--- src/rtl/risc16_pkg.sv ---
// risc16_pkg: shared RISC-16 widths, opcode field positions, opcodes and fetch FSM states.
//   ADDR_W / INSTR_W : PC and instruction widths
//   OPC_MSB / OPC_LSB: opcode slice inside an instruction word
//   fetch_state_e    : fetch unit states RUN / HALT
package risc16_pkg;
    localparam int ADDR_W  = 16;
    localparam int INSTR_W = 24;
    localparam int OPC_MSB = 23;
    localparam int OPC_LSB = 20;
    localparam logic [3:0] OPC_HLT = 4'h0;
    localparam logic [3:0] OPC_ADD = 4'h1;
    localparam logic [3:0] OPC_MVI = 4'hC;
    typedef enum logic {RUN, HALT} fetch_state_e;
endpackage

--- src/rtl/fetch_unit_if.sv ---
// fetch_unit_if: bundle between fetch unit, instruction memory, decode and redirect source.
//   imem_addr/imem_instr         : combinational instruction memory read
//   out_valid/out_ready/out_*    : registered instruction handed to decode
//   redirect_valid/redirect_pc   : restart request from downstream
//   halted/fetch_count           : status outputs
//   master = fetch unit side, slave = environment side
interface fetch_unit_if #(
    parameter int ADDR_W  = risc16_pkg::ADDR_W,
    parameter int INSTR_W = risc16_pkg::INSTR_W
);
    logic [ADDR_W-1:0]  imem_addr;
    logic [INSTR_W-1:0] imem_instr;
    logic               out_valid;
    logic               out_ready;
    logic [INSTR_W-1:0] out_instr;
    logic [ADDR_W-1:0]  out_pc;
    logic               redirect_valid;
    logic [ADDR_W-1:0]  redirect_pc;
    logic               halted;
    logic [15:0]        fetch_count;
    modport master (
        output imem_addr, out_valid, out_instr, out_pc, halted, fetch_count,
        input  imem_instr, out_ready, redirect_valid, redirect_pc
    );
    modport slave (
        input  imem_addr, out_valid, out_instr, out_pc, halted, fetch_count,
        output imem_instr, out_ready, redirect_valid, redirect_pc
    );
endinterface

--- src/rtl/fetch_unit.sv ---
// fetch_unit: RISC-16 fetch stage; owns the PC, registers fetched words for decode, handles redirect and HLT.
//   clk, rst : clock, synchronous active-high reset
//   bus      : fetch_unit_if.master (imem read, decode handshake, redirect, halted, fetch_count)
module fetch_unit #(
    parameter int               ADDR_W   = risc16_pkg::ADDR_W,
    parameter int               INSTR_W  = risc16_pkg::INSTR_W,
    parameter logic [ADDR_W-1:0] RESET_PC = '0
) (
    input  logic             clk,
    input  logic             rst,
    fetch_unit_if.master     bus
);
    import risc16_pkg::*;

    fetch_state_e       state_q, state_d;
    logic [ADDR_W-1:0]  pc_q, pc_d;
    logic               out_valid_q, out_valid_d;
    logic [INSTR_W-1:0] out_instr_q, out_instr_d;
    logic [ADDR_W-1:0]  out_pc_q, out_pc_d;
    logic [15:0]        count_q, count_d;
    logic               load, accept;

    assign accept = out_valid_q && bus.out_ready;
    assign load   = (state_q == RUN) && (!out_valid_q || bus.out_ready) && !bus.redirect_valid;

    always_comb begin
        state_d     = state_q;
        pc_d        = pc_q;
        out_valid_d = out_valid_q;
        out_instr_d = out_instr_q;
        out_pc_d    = out_pc_q;
        // Decode sampled the word, so a handshake counts even when it is flushed.
        count_d     = (accept && !(&count_q)) ? count_q + 16'd1 : count_q;
        if (bus.redirect_valid) begin
            pc_d        = bus.redirect_pc;
            out_valid_d = 1'b0;
            state_d     = RUN;
        end else if (load) begin
            out_instr_d = bus.imem_instr;
            out_pc_d    = pc_q;
            out_valid_d = 1'b1;
            pc_d        = pc_q + ADDR_W'(1);
            state_d     = (bus.imem_instr[OPC_MSB:OPC_LSB] == OPC_HLT) ? HALT : RUN;
        end else if (accept) begin
            out_valid_d = 1'b0;
        end
    end

    always_ff @(posedge clk) begin
        if (rst) begin
            state_q     <= RUN;
            pc_q        <= RESET_PC;
            out_valid_q <= 1'b0;
            out_instr_q <= '0;
            out_pc_q    <= '0;
            count_q     <= '0;
        end else begin
            state_q     <= state_d;
            pc_q        <= pc_d;
            out_valid_q <= out_valid_d;
            out_instr_q <= out_instr_d;
            out_pc_q    <= out_pc_d;
            count_q     <= count_d;
        end
    end

    assign bus.imem_addr   = pc_q;
    assign bus.out_valid   = out_valid_q;
    assign bus.out_instr   = out_instr_q;
    assign bus.out_pc      = out_pc_q;
    assign bus.halted      = (state_q == HALT);
    assign bus.fetch_count = count_q;
endmodule

--- src/flat_wrapper.sv ---
// flat-port wrapper written by rule: the top's interface ports become plain ports
module fetch_unit_flat import risc16_pkg::*;
#(
    parameter int               ADDR_W   = risc16_pkg::ADDR_W,
    parameter int               INSTR_W  = risc16_pkg::INSTR_W,
    parameter logic [ADDR_W-1:0] RESET_PC = '0
)
  (clk, rst, bus_imem_addr, bus_out_valid, bus_out_instr, bus_out_pc, bus_halted, bus_fetch_count, bus_imem_instr, bus_out_ready, bus_redirect_valid, bus_redirect_pc);
  fetch_unit_if #(.ADDR_W(ADDR_W), .INSTR_W(INSTR_W)) bus_i ();
  input  logic clk;
  input  logic rst;
  output wire logic [$bits(bus_i.imem_addr)-1:0] bus_imem_addr;
  output wire logic [$bits(bus_i.out_valid)-1:0] bus_out_valid;
  output wire logic [$bits(bus_i.out_instr)-1:0] bus_out_instr;
  output wire logic [$bits(bus_i.out_pc)-1:0] bus_out_pc;
  output wire logic [$bits(bus_i.halted)-1:0] bus_halted;
  output wire logic [$bits(bus_i.fetch_count)-1:0] bus_fetch_count;
  input wire logic [$bits(bus_i.imem_instr)-1:0] bus_imem_instr;
  input wire logic [$bits(bus_i.out_ready)-1:0] bus_out_ready;
  input wire logic [$bits(bus_i.redirect_valid)-1:0] bus_redirect_valid;
  input wire logic [$bits(bus_i.redirect_pc)-1:0] bus_redirect_pc;
  assign bus_imem_addr = bus_i.imem_addr;
  assign bus_out_valid = bus_i.out_valid;
  assign bus_out_instr = bus_i.out_instr;
  assign bus_out_pc = bus_i.out_pc;
  assign bus_halted = bus_i.halted;
  assign bus_fetch_count = bus_i.fetch_count;
  assign bus_i.imem_instr = bus_imem_instr;
  assign bus_i.out_ready = bus_out_ready;
  assign bus_i.redirect_valid = bus_redirect_valid;
  assign bus_i.redirect_pc = bus_redirect_pc;
  fetch_unit #(.ADDR_W(ADDR_W), .INSTR_W(INSTR_W), .RESET_PC(RESET_PC)) u_core (.clk(clk), .rst(rst), .bus(bus_i));
endmodule
--- config.mk ---
export PLATFORM = sky130hd
export DESIGN_NAME = fetch_unit_flat
export DESIGN_NICKNAME = d
export VERILOG_FILES = /design/src/rtl/risc16_pkg.sv /design/src/rtl/fetch_unit_if.sv /design/src/rtl/fetch_unit.sv /design/src/flat_wrapper.sv
export SDC_FILE = /design/constraint.sdc
export NUM_CORES = 1
export LEC_CHECK = 0
export ABC_AREA = 1
export BUFFER_PORTS_ARGS = -buffer_cell sky130_fd_sc_hd__buf_2
export CELL_PAD_IN_SITES_DETAIL_PLACEMENT = 1
export CELL_PAD_IN_SITES_GLOBAL_PLACEMENT = 2
export CORE_ASPECT_RATIO = 0.75
export CORE_MARGIN = 1.5
export CORE_UTILIZATION = 26
export CTS_CLUSTER_SIZE = 10
export DETAILED_ROUTE_END_ITERATION = 10
export HOLD_SLACK_MARGIN = 0.15
export PLACE_DENSITY = 0.81
export SYNTH_ARGS = -nofsm -noshare
export SYNTH_HDL_FRONTEND = slang
export SYNTH_SLANG_ARGS = --single-unit
--- constraint.sdc ---
create_clock -name clk -period 2 [get_ports clk]
set_input_delay 0.4 -clock clk [delete_from_list [all_inputs] [get_ports clk]]
set_output_delay 0.4 -clock clk [all_outputs]
set_load 0.01 [all_outputs]
Yosys cells after proc, flatten, opt, wreduce, memory -nomap -nowiden
Index checks and enable logic that the tools add are counted.

Reduce and logical (&&, ||, !) cells: 14. $add $sub $neg: 2. Mux-type cells: 5. Bitwise operators: 2.

Operator list (count): $add 16x1->16 const B (2); $mux 16 (2); $reduce_and 16->1 (1); $logic_and 1x1->1 (4); $logic_not 4->1 (1); $reduce_bool 2->1 (2); $logic_not 1->1 (3); $mux 1 (3); $not 1->1 (2); $reduce_and 2->1 (1); $reduce_or 2->1 (1); $logic_or 1x1->1 (1).

Input port bits: 44. Logic and storage cells: 29. Output and inout bits: 74. Bits in registers: 74.

Logic depth before layout (Yosys ltp)
Gate-level depths: netlist of run 1.

Depth after elaboration: 6. Depth in mapped cells: 11.

Worst setup path after synthesis of run 1
OpenSTA, ideal clock, no wires.

Kind: register to register. From: register u_core.count_q[0], in the netlist u_core.bus.fetch_count[0]. To: register u_core.count_q[5], in the netlist u_core.bus.fetch_count[5]. Slack: 0.429 ns. Arrival: 1.431 ns. Period minus slack after synthesis: 1.571 ns. Library setup time: 0.140 ns. Required time: 1.860 ns. Cell stages (with the launch flop): 10. Buffers on the path: 1. Path through: dfxtp_1 ha_1 inv_1 nor2_4 nand2_4 nor2_1 nor2_2 buf_4 nand2_1 a21oi_2.

Longest elaborated chain between the ends: 3.

Ends and longest elaborated chain: from (decl) (RTL line fetch_unit.sv:20) `logic [15:0] count_q, count_d;`; from (signal assigned) (RTL line fetch_unit.sv:63) `count_q <= count_d;`; parallel branches: the longest is 3 deep, another holds $add 16x1->16.

Several ways; the timed one is not identified. A chain may end at the register's enable or synchronous reset.

Worst setup path in the final report of run 1
From: register u_core.count_q[0], in the netlist u_core.bus.fetch_count[0]. To: register u_core.count_q[11], in the netlist u_core.bus.fetch_count[11].

The elaborated chain is that of the path after synthesis.

==> results.md, run 1 <==
* Area contributors post-synth: dfxtp_1, nand2_1, nor2_1
* Gr usage total at ~17%
* Max-Cap Viols at 0
* Multi-input logic area at about 0.0017 mm²
* Clk Latency, worst-skew pair at 330 ps
* IO Port Bufs at about 120
* Routed WL at between 10 and 15 mm
* Synth async-reset ratio at 0%
* Worst slew margin at between 60% and 70%
* Fin crit share at between 80% and 90%
* Main flop type after synthesis: dfxtp_1
* Slew Viols, Final at 0
* Yosys reg bits at between 70 and 80
* Initial Util at a little over a quarter
* Post-Place Cells at ~760
* Yosys Warn Count at 0
* Vias in the first global route at 3633
* FILL cells at around 1600
* Post-synthesis net count at 536
* Post-layout min period at roughly 1800 ps
* Post-CTS sizing at 0
* WS Path Type: reg2reg
* Leakage at between 2 and 2.5 nW
* CP Launch Type: flop
* Crit Path Max Fanout at 15
* Slew @ Worst Pin at about 450 ps
* Setup TNS at 0 ps
* First-pass GRT wire length at approximately 19 mm
* Die height at 102 µm
* CP required at about 2300 ps
* Slowest-stage cell, CP: dfxtp_1
* Layout Area Growth over Synthesis at 32.5%
* Root Driver: clkbuf_16
* CP endpoint kind: flop
* Average cell area after synthesis at 6.95 µm²
* Unrepaired setup endpoints after global routing: false
* Layout cells sized above 1 at a little over a quarter
* Routed via count at roughly 3600
* Hpwl dp at between 8 and 9 mm
* Synth top area share at a little over two fifths
* Synth cell types at 29
* Clk_skew at roughly 6.6 ps
* Commonest cells in the netlist: nand2_1, nor2_1, dfxtp_1
* Critical Path, Cell by Cell: ha_1 > inv_1 > nor2_4 > nand2_4 > o21ai_4 > nand2_1 > a21oi_2
* Sequential area share after synthesis at 43.5%
* DR vias/cell at approximately 4.6
* Drc violations at 0
* Per-cell routed wire length at around 15 µm
* Finished Layout Cells at between 700 and 800
* Clock transition at the registers of the reported paths at 60 ps
* Standard-cell rows at 35
* Routed Antenna Nets at 0
* RePlAce Congestion at ~0.77
* Crit path largest cell delay at 400 ps
* GRT overflow at 0
* Die area at approximately 0.014 mm²
* Clock buffer depth at 2
* Status: finished, final reports clean
* Final setup fails at 0
* CTS tree: built
* Antenna diodes at 0
* Area leader, netlist: dfxtp_1
* TritonCTS Buffers at 9
* CTS hold repair buffers at 0
* Clock sinks at 74
* Post-CTS Setup Inserts at 0
* Nets@finish at approximately 650
* Count leader, synth: nand2_1
* Peak supply drop at 0.434 mV
* CORE AREA at 0.0125 mm²
* Hold crit path type: in2reg
* Post-synth EDFFs at 0
* Maximum clock frequency at about 0.56 GHz
* DRT iter0 DRCs at 111
* FF+latch area at ~0.0015 mm²
* Post-Synthesis Cells at 490
* Largest net degree at the start of global routing at 44
* Die X at about 140 µm
* DRT Pass-1 Iters at 4
* Post-synthesis cell area at 0.00341 mm²
* Boundary Pins at 118
* Initial antenna violation count at 0
* Arr. time, crit path at around 2000 ps
* Pwr/cell area at ~840 mW/mm²
* Final Hold Fails at 0
* H-tree levels at 3
-- layout make-up --
type / instances / share of cell area (%)
clock buffer: 11 / 5.16
clock inverter: 5 / 1.75
inverter: 30 / 2.50
multi-input combinational: 365 / 38.1
sequential: 74 / 32.8
tap: 166 / 4.60
timing repair buffer: 128 / 15.1
-- through the flow --
step                hold WS (ps)  utilization [%]  area (µm²)  setup slack [ps]  power [mW]
floorplan                    484                -        3410               429        1.89
global placement             478             33.5        4200               250        2.10
detailed placement           481             33.5        4200               204        2.11
CTS                          279             36.0        4510               192        3.85
global route                 288             36.0        4510              47.8        3.99
finish                       295             36.0        4510               229        3.78
-- path summary, 6_finish.rpt --
| check | start | to | slack, ps | depth (start not counted) |
|---|---|---|---|---|
| setup / recovery | u_core.bus.fetch_count[0]$_SDFFE_PP0P_ | u_core.bus.fetch_count[11]$_SDFFE_PP0P_ | 230 | 7 |
| setup reg to reg | u_core.bus.fetch_count[0]$_SDFFE_PP0P_ | u_core.bus.fetch_count[11]$_SDFFE_PP0P_ | 230 | 7 |
| hold / removal | bus_imem_instr[5] | u_core.bus.out_instr[5]$_SDFFE_PP0P_ | 290 | 3 |
| hold reg to reg | u_core.bus.out_pc[11]$_SDFFE_PP0P_ | u_core.bus.out_pc[11]$_SDFFE_PP0P_ | 480 | 2 |
-- report_power, final --
part           switching, mW  internal [mW]  total, mW
Combinational          0.270          0.174      0.444
Sequential            0.0640           1.56       1.63
Clock                  0.621           1.09       1.71
Total                  0.956           2.83       3.78
-- state kept, by name (all words and copies together), names as in the netlist --
| name | count |
|---|---|
| u_core.bus.out_instr | 24 |
| u_core.bus.fetch_count | 16 |
| u_core.bus.out_pc | 16 |
| u_core.bus.halted | 1 |
| u_core.bus.out_valid | 1 |
| u_core.bus.imem_addr | 16 |
-- critical path: cells and delay by family, from the launching register on --
family                     cells  cell delay, ps
and+or+nand+nor                3             400
buffers and inverters          1              90
DFF                            1             400
adders and majority gates      1             270
AOI/OAI and AO/OA              2             550
-- metal layers --
layer | wire length [µm] | global-route usage [%] | vias to the layer above
met5 | 0 | 0 | -
met4 | 143 | 5.29 | 0
met3 | 866 | 6.30 | 8
met2 | 4840 | 26.8 | 94
met1 | 5680 | 23.1 | 1708
li1 | - | - | 1810
-- cells by family (layout without fill, tap and decap cells) --
| group | Yosys count | in the layout | share of synthesized area [%] |
|---|---|---|---|
| adder cells (fa/ha/maj) | 2 | 2 | 0.735 |
| AND/OR/NAND/NOR | 255 | 255 | 30.6 |
| AO/OA/AOI/OAI | 94 | 94 | 15.4 |
| buffers and inverters | 51 | 174 | 6.17 |
| XOR/XNOR | 14 | 14 | 3.60 |
| flip-flops | 74 | 74 | 43.5 |
-- cells in the final DEF (no fill, tap or decap) --
master / count
a31oi_1: 2
o21ai_1: 2
clkbuf_1: 2
nand2_1: 113
nor2_2: 2
nor2_4: 3
xnor2_1: 8
buf_2: 117
inv_2: 1
buf_12: 1
a211oi_1: 1
o21ai_4: 1
or2_0: 1
nand4_1: 5
bufinv_16: 2
or2_2: 1
dfxtp_1: 74
nand2_4: 1
nor2_1: 102
ha_1: 2
clkbuf_16: 9
buf_4: 10
o21ai_0: 49
nand2_2: 3
xor2_1: 6
nand3_1: 18
a21oi_1: 29
clkinv_4: 1
a21oi_2: 10
nor3_1: 6
inv_1: 29
clkinv_2: 2
(Power assumes the default switching activity.)
==> inputs of run 2 (changes only) <==
--- a/config.mk
+++ b/config.mk
@@ -8,4 +8,5 @@
 export ABC_AREA = 1
 export BUFFER_PORTS_ARGS = -buffer_cell sky130_fd_sc_hd__buf_2
+export CAP_MARGIN = 20
 export CELL_PAD_IN_SITES_DETAIL_PLACEMENT = 1
 export CELL_PAD_IN_SITES_GLOBAL_PLACEMENT = 2
==> constraint.sdc (replaced) <==
create_clock -name clk -period 2 [get_ports clk]
set_input_delay 0 -clock clk [delete_from_list [all_inputs] [get_ports clk]]
set_output_delay 0 -clock clk [all_outputs]
set_load 0.01 [all_outputs]
==> results.md, run 2 (same netlist as run 1, synthesis figures left out) <==
* Max reg flops at 24 (unchanged)
* Post-CTS Setup Inserts at 0 (unchanged)
* Antenna diodes at 0 (unchanged)
* Dpl ws at 230 ps (+26.0 ps)
* Commonest non-fill, non-tap cells in the layout: buf_2, nand2_1, nor2_1
* Hold crit path type: in2reg
* Nets@finish at 698 (+6.7%)
* Share of power burned in registers at 40.4% (-2.6 points)
* IO Port Bufs at 117 (unchanged)
* Arr. time, crit path at 2040 ps (about the same)
* Layout cells sized above 1 at 25.1% (-1.6 points)
* RePlAce Congestion at 0.809 (+4.7%)
* FILL cells at 1615 (+0.44%)
* Leakage at 2.25 nW (+9.3%)
* Peak supply drop at 0.386 mV (-11%)
* Initial Util at 27.2% (unchanged)
* Crit Path Max Fanout at 15 (unchanged)
* Largest net degree at the start of global routing at 29 (-34%)
* Fin crit share at 88.7% (+0.20 points)
* Per-cell routed wire length at 14.7 µm (-0.65%)
* First-pass GRT wire length at 20.0 mm (+6.7%)
* Hpwl dp at 8.58 mm (-0.51%)
* Post-layout min period at 1770 ps (+3.93 ps)
* Routed via count at 3772 (+4.2%)
* Die height at 102 µm (unchanged)
* CORE AREA at 0.0125 mm² (unchanged)
* Max-Cap Viols at 0 (unchanged)
* TritonCTS Buffers at 9 (unchanged)
* FF+latch area at 0.00148 mm² (unchanged)
* Unrepaired setup endpoints after global routing: false
* Routed Antenna Nets at 0 (unchanged)
* Boundary Pins at 118 (unchanged)
* Pwr/cell area at 811 mW/mm² (-3.2%)
* Clock transition at the registers of the reported paths at 60 ps (about the same)
* Clk Latency, worst-skew pair at 330 ps (about the same)
* Switch Pwr at 0.986 mW (+3.2%)
* Final Hold Fails at 0 (unchanged)
* Die X at 135 µm (unchanged)
* Layout Area Growth over Synthesis at 46.0%
* Slew @ Worst Pin at 446 ps (-3.62 ps)
* DRT iter0 DRCs at 121 (+9.0%)
* Clk_skew at 7.21 ps (+0.586 ps)
* Die area at 0.0138 mm² (unchanged)
* Slew Viols, Final at 0 (unchanged)
* Clock buffer depth at 2 (unchanged)
* CTS hold repair buffers at 43 (+43)
* Routed WL at 12.1 mm (+5.0%)
* Comb power frac at 12.7% (+1.0 points)
* Clock sinks at 74 (unchanged)
* CP endpoint kind: flop
* Root Driver: clkbuf_16
* Setup TNS at 0 ps (unchanged)
* Final setup fails at 0 (unchanged)
* Internal at 3.05 mW (+7.8%)
* Status: finished, final reports clean
* Placed Area at 0.00420 mm² (-0.12%)
* Commonest non-fill, non-tap cell in the layout: buf_2
* Standard-cell rows at 35 (unchanged)
* Gr usage total at 18.4% (+0.89 points)
* Hold_ws at 173 ps (-122 ps)
* Drc violations at 0 (unchanged)
* GRT overflow at 0 (unchanged)
* Post-CTS sizing at 0 (unchanged)
* DR vias/cell at 4.58 (-1.4%)
* Worst slew margin at 70.2% (+0.24 points)
* CP Launch Type: flop
* Vias in the first global route at 4038 (+11%)
* DRT Pass-1 Iters at 4 (unchanged)
* WS Path Type: reg2reg
* Initial antenna violation count at 0 (unchanged)
* Maximum clock frequency at 0.563 GHz (-0.22%)
* CTS tree: built
* Multi-input logic area at 0.00172 mm² (unchanged)
* Final Cell Area at 0.00497 mm² (+10%)
* Setup ws final at 225 ps (-3.93 ps)
* H-tree levels at 3 (unchanged)
* CP required at 2260 ps (about the same)
* Sw Ratio at 24.5% (-0.81 points)
* Clock network power share at 46.9% (+1.6 points)
[run 2: cell count changes in the layout (fill, tap and decap cells not counted), sizes merged]
cell and change:
dlygate4sd3 +43, clkinv -2, buf +1, bufinv +1, clkbuf +1
[run 2: worst max-delay path, cell delays in order (launching register included)]
cell	delay, ps
dfxtp_1	420
ha_1	270
inv_1	90
nor2_4	180
nand2_4	80
o21ai_4	400
nand2_1	130
a21oi_2	140
[run 2: per-layer routing]
layer  vias up  wire length (µm)  global-route usage [%]
met3         8               647                    5.11
met1      1780              5930                    24.0
li1       1896                 -                       -
met4         0                82                    4.38
met2        88              5450                    30.3
met5         -                 0                       0
[run 2: final cells by class]
type,instances,share of cell area (%)
Timing Repair Buffer,172,22.2
Clock inverter,4,1.99
Tap cell,166,4.18
Multi-Input combinational cell,365,34.6
Inverter,30,2.26
Clock buffer,12,4.96
Sequential cell,74,29.8
[run 2: final timing paths]
| path | startpoint | to | slack [ps] | depth (start not counted) |
|---|---|---|---|---|
| setup reg to reg | u_core.bus.fetch_count[0]$_SDFFE_PP0P_ | u_core.bus.fetch_count[13]$_SDFFE_PP0P_ | 230 | 7 |
| hold reg to reg | u_core.bus.out_pc[11]$_SDFFE_PP0P_ | u_core.bus.out_pc[11]$_SDFFE_PP0P_ | 470 | 2 |
| hold / removal | bus_redirect_valid | u_core.bus.imem_addr[8]$_SDFFE_PP0P_ | 170 | 5 |
| setup / recovery | u_core.bus.fetch_count[0]$_SDFFE_PP0P_ | u_core.bus.fetch_count[13]$_SDFFE_PP0P_ | 230 | 7 |
[run 2: metrics by stage]
| step | instances | total power [mW] | utilization, % |
|---|---|---|---|
| 6_report | 823 | 4.03 | 39.7 |
| 3_3_place_gp | 764 | 2.10 | 33.5 |
| 5_1_grt | 823 | 4.22 | 39.7 |
| 4_1_cts | 823 | 4.09 | 39.7 |
| 3_5_place_dp | 764 | 2.11 | 33.5 |
| 2_1_floorplan | 490 | 1.89 | - |
[run 2: power groups by stage]
stage | logic, mW | registers [mW] | clock network [mW]
floorplan | 0.198 | 1.69 | 0
global placement | 0.443 | 1.65 | 0
detailed placement | 0.452 | 1.66 | 0
CTS | 0.519 | 1.63 | 1.95
global route | 0.580 | 1.64 | 2.00
finish | 0.514 | 1.63 | 1.89
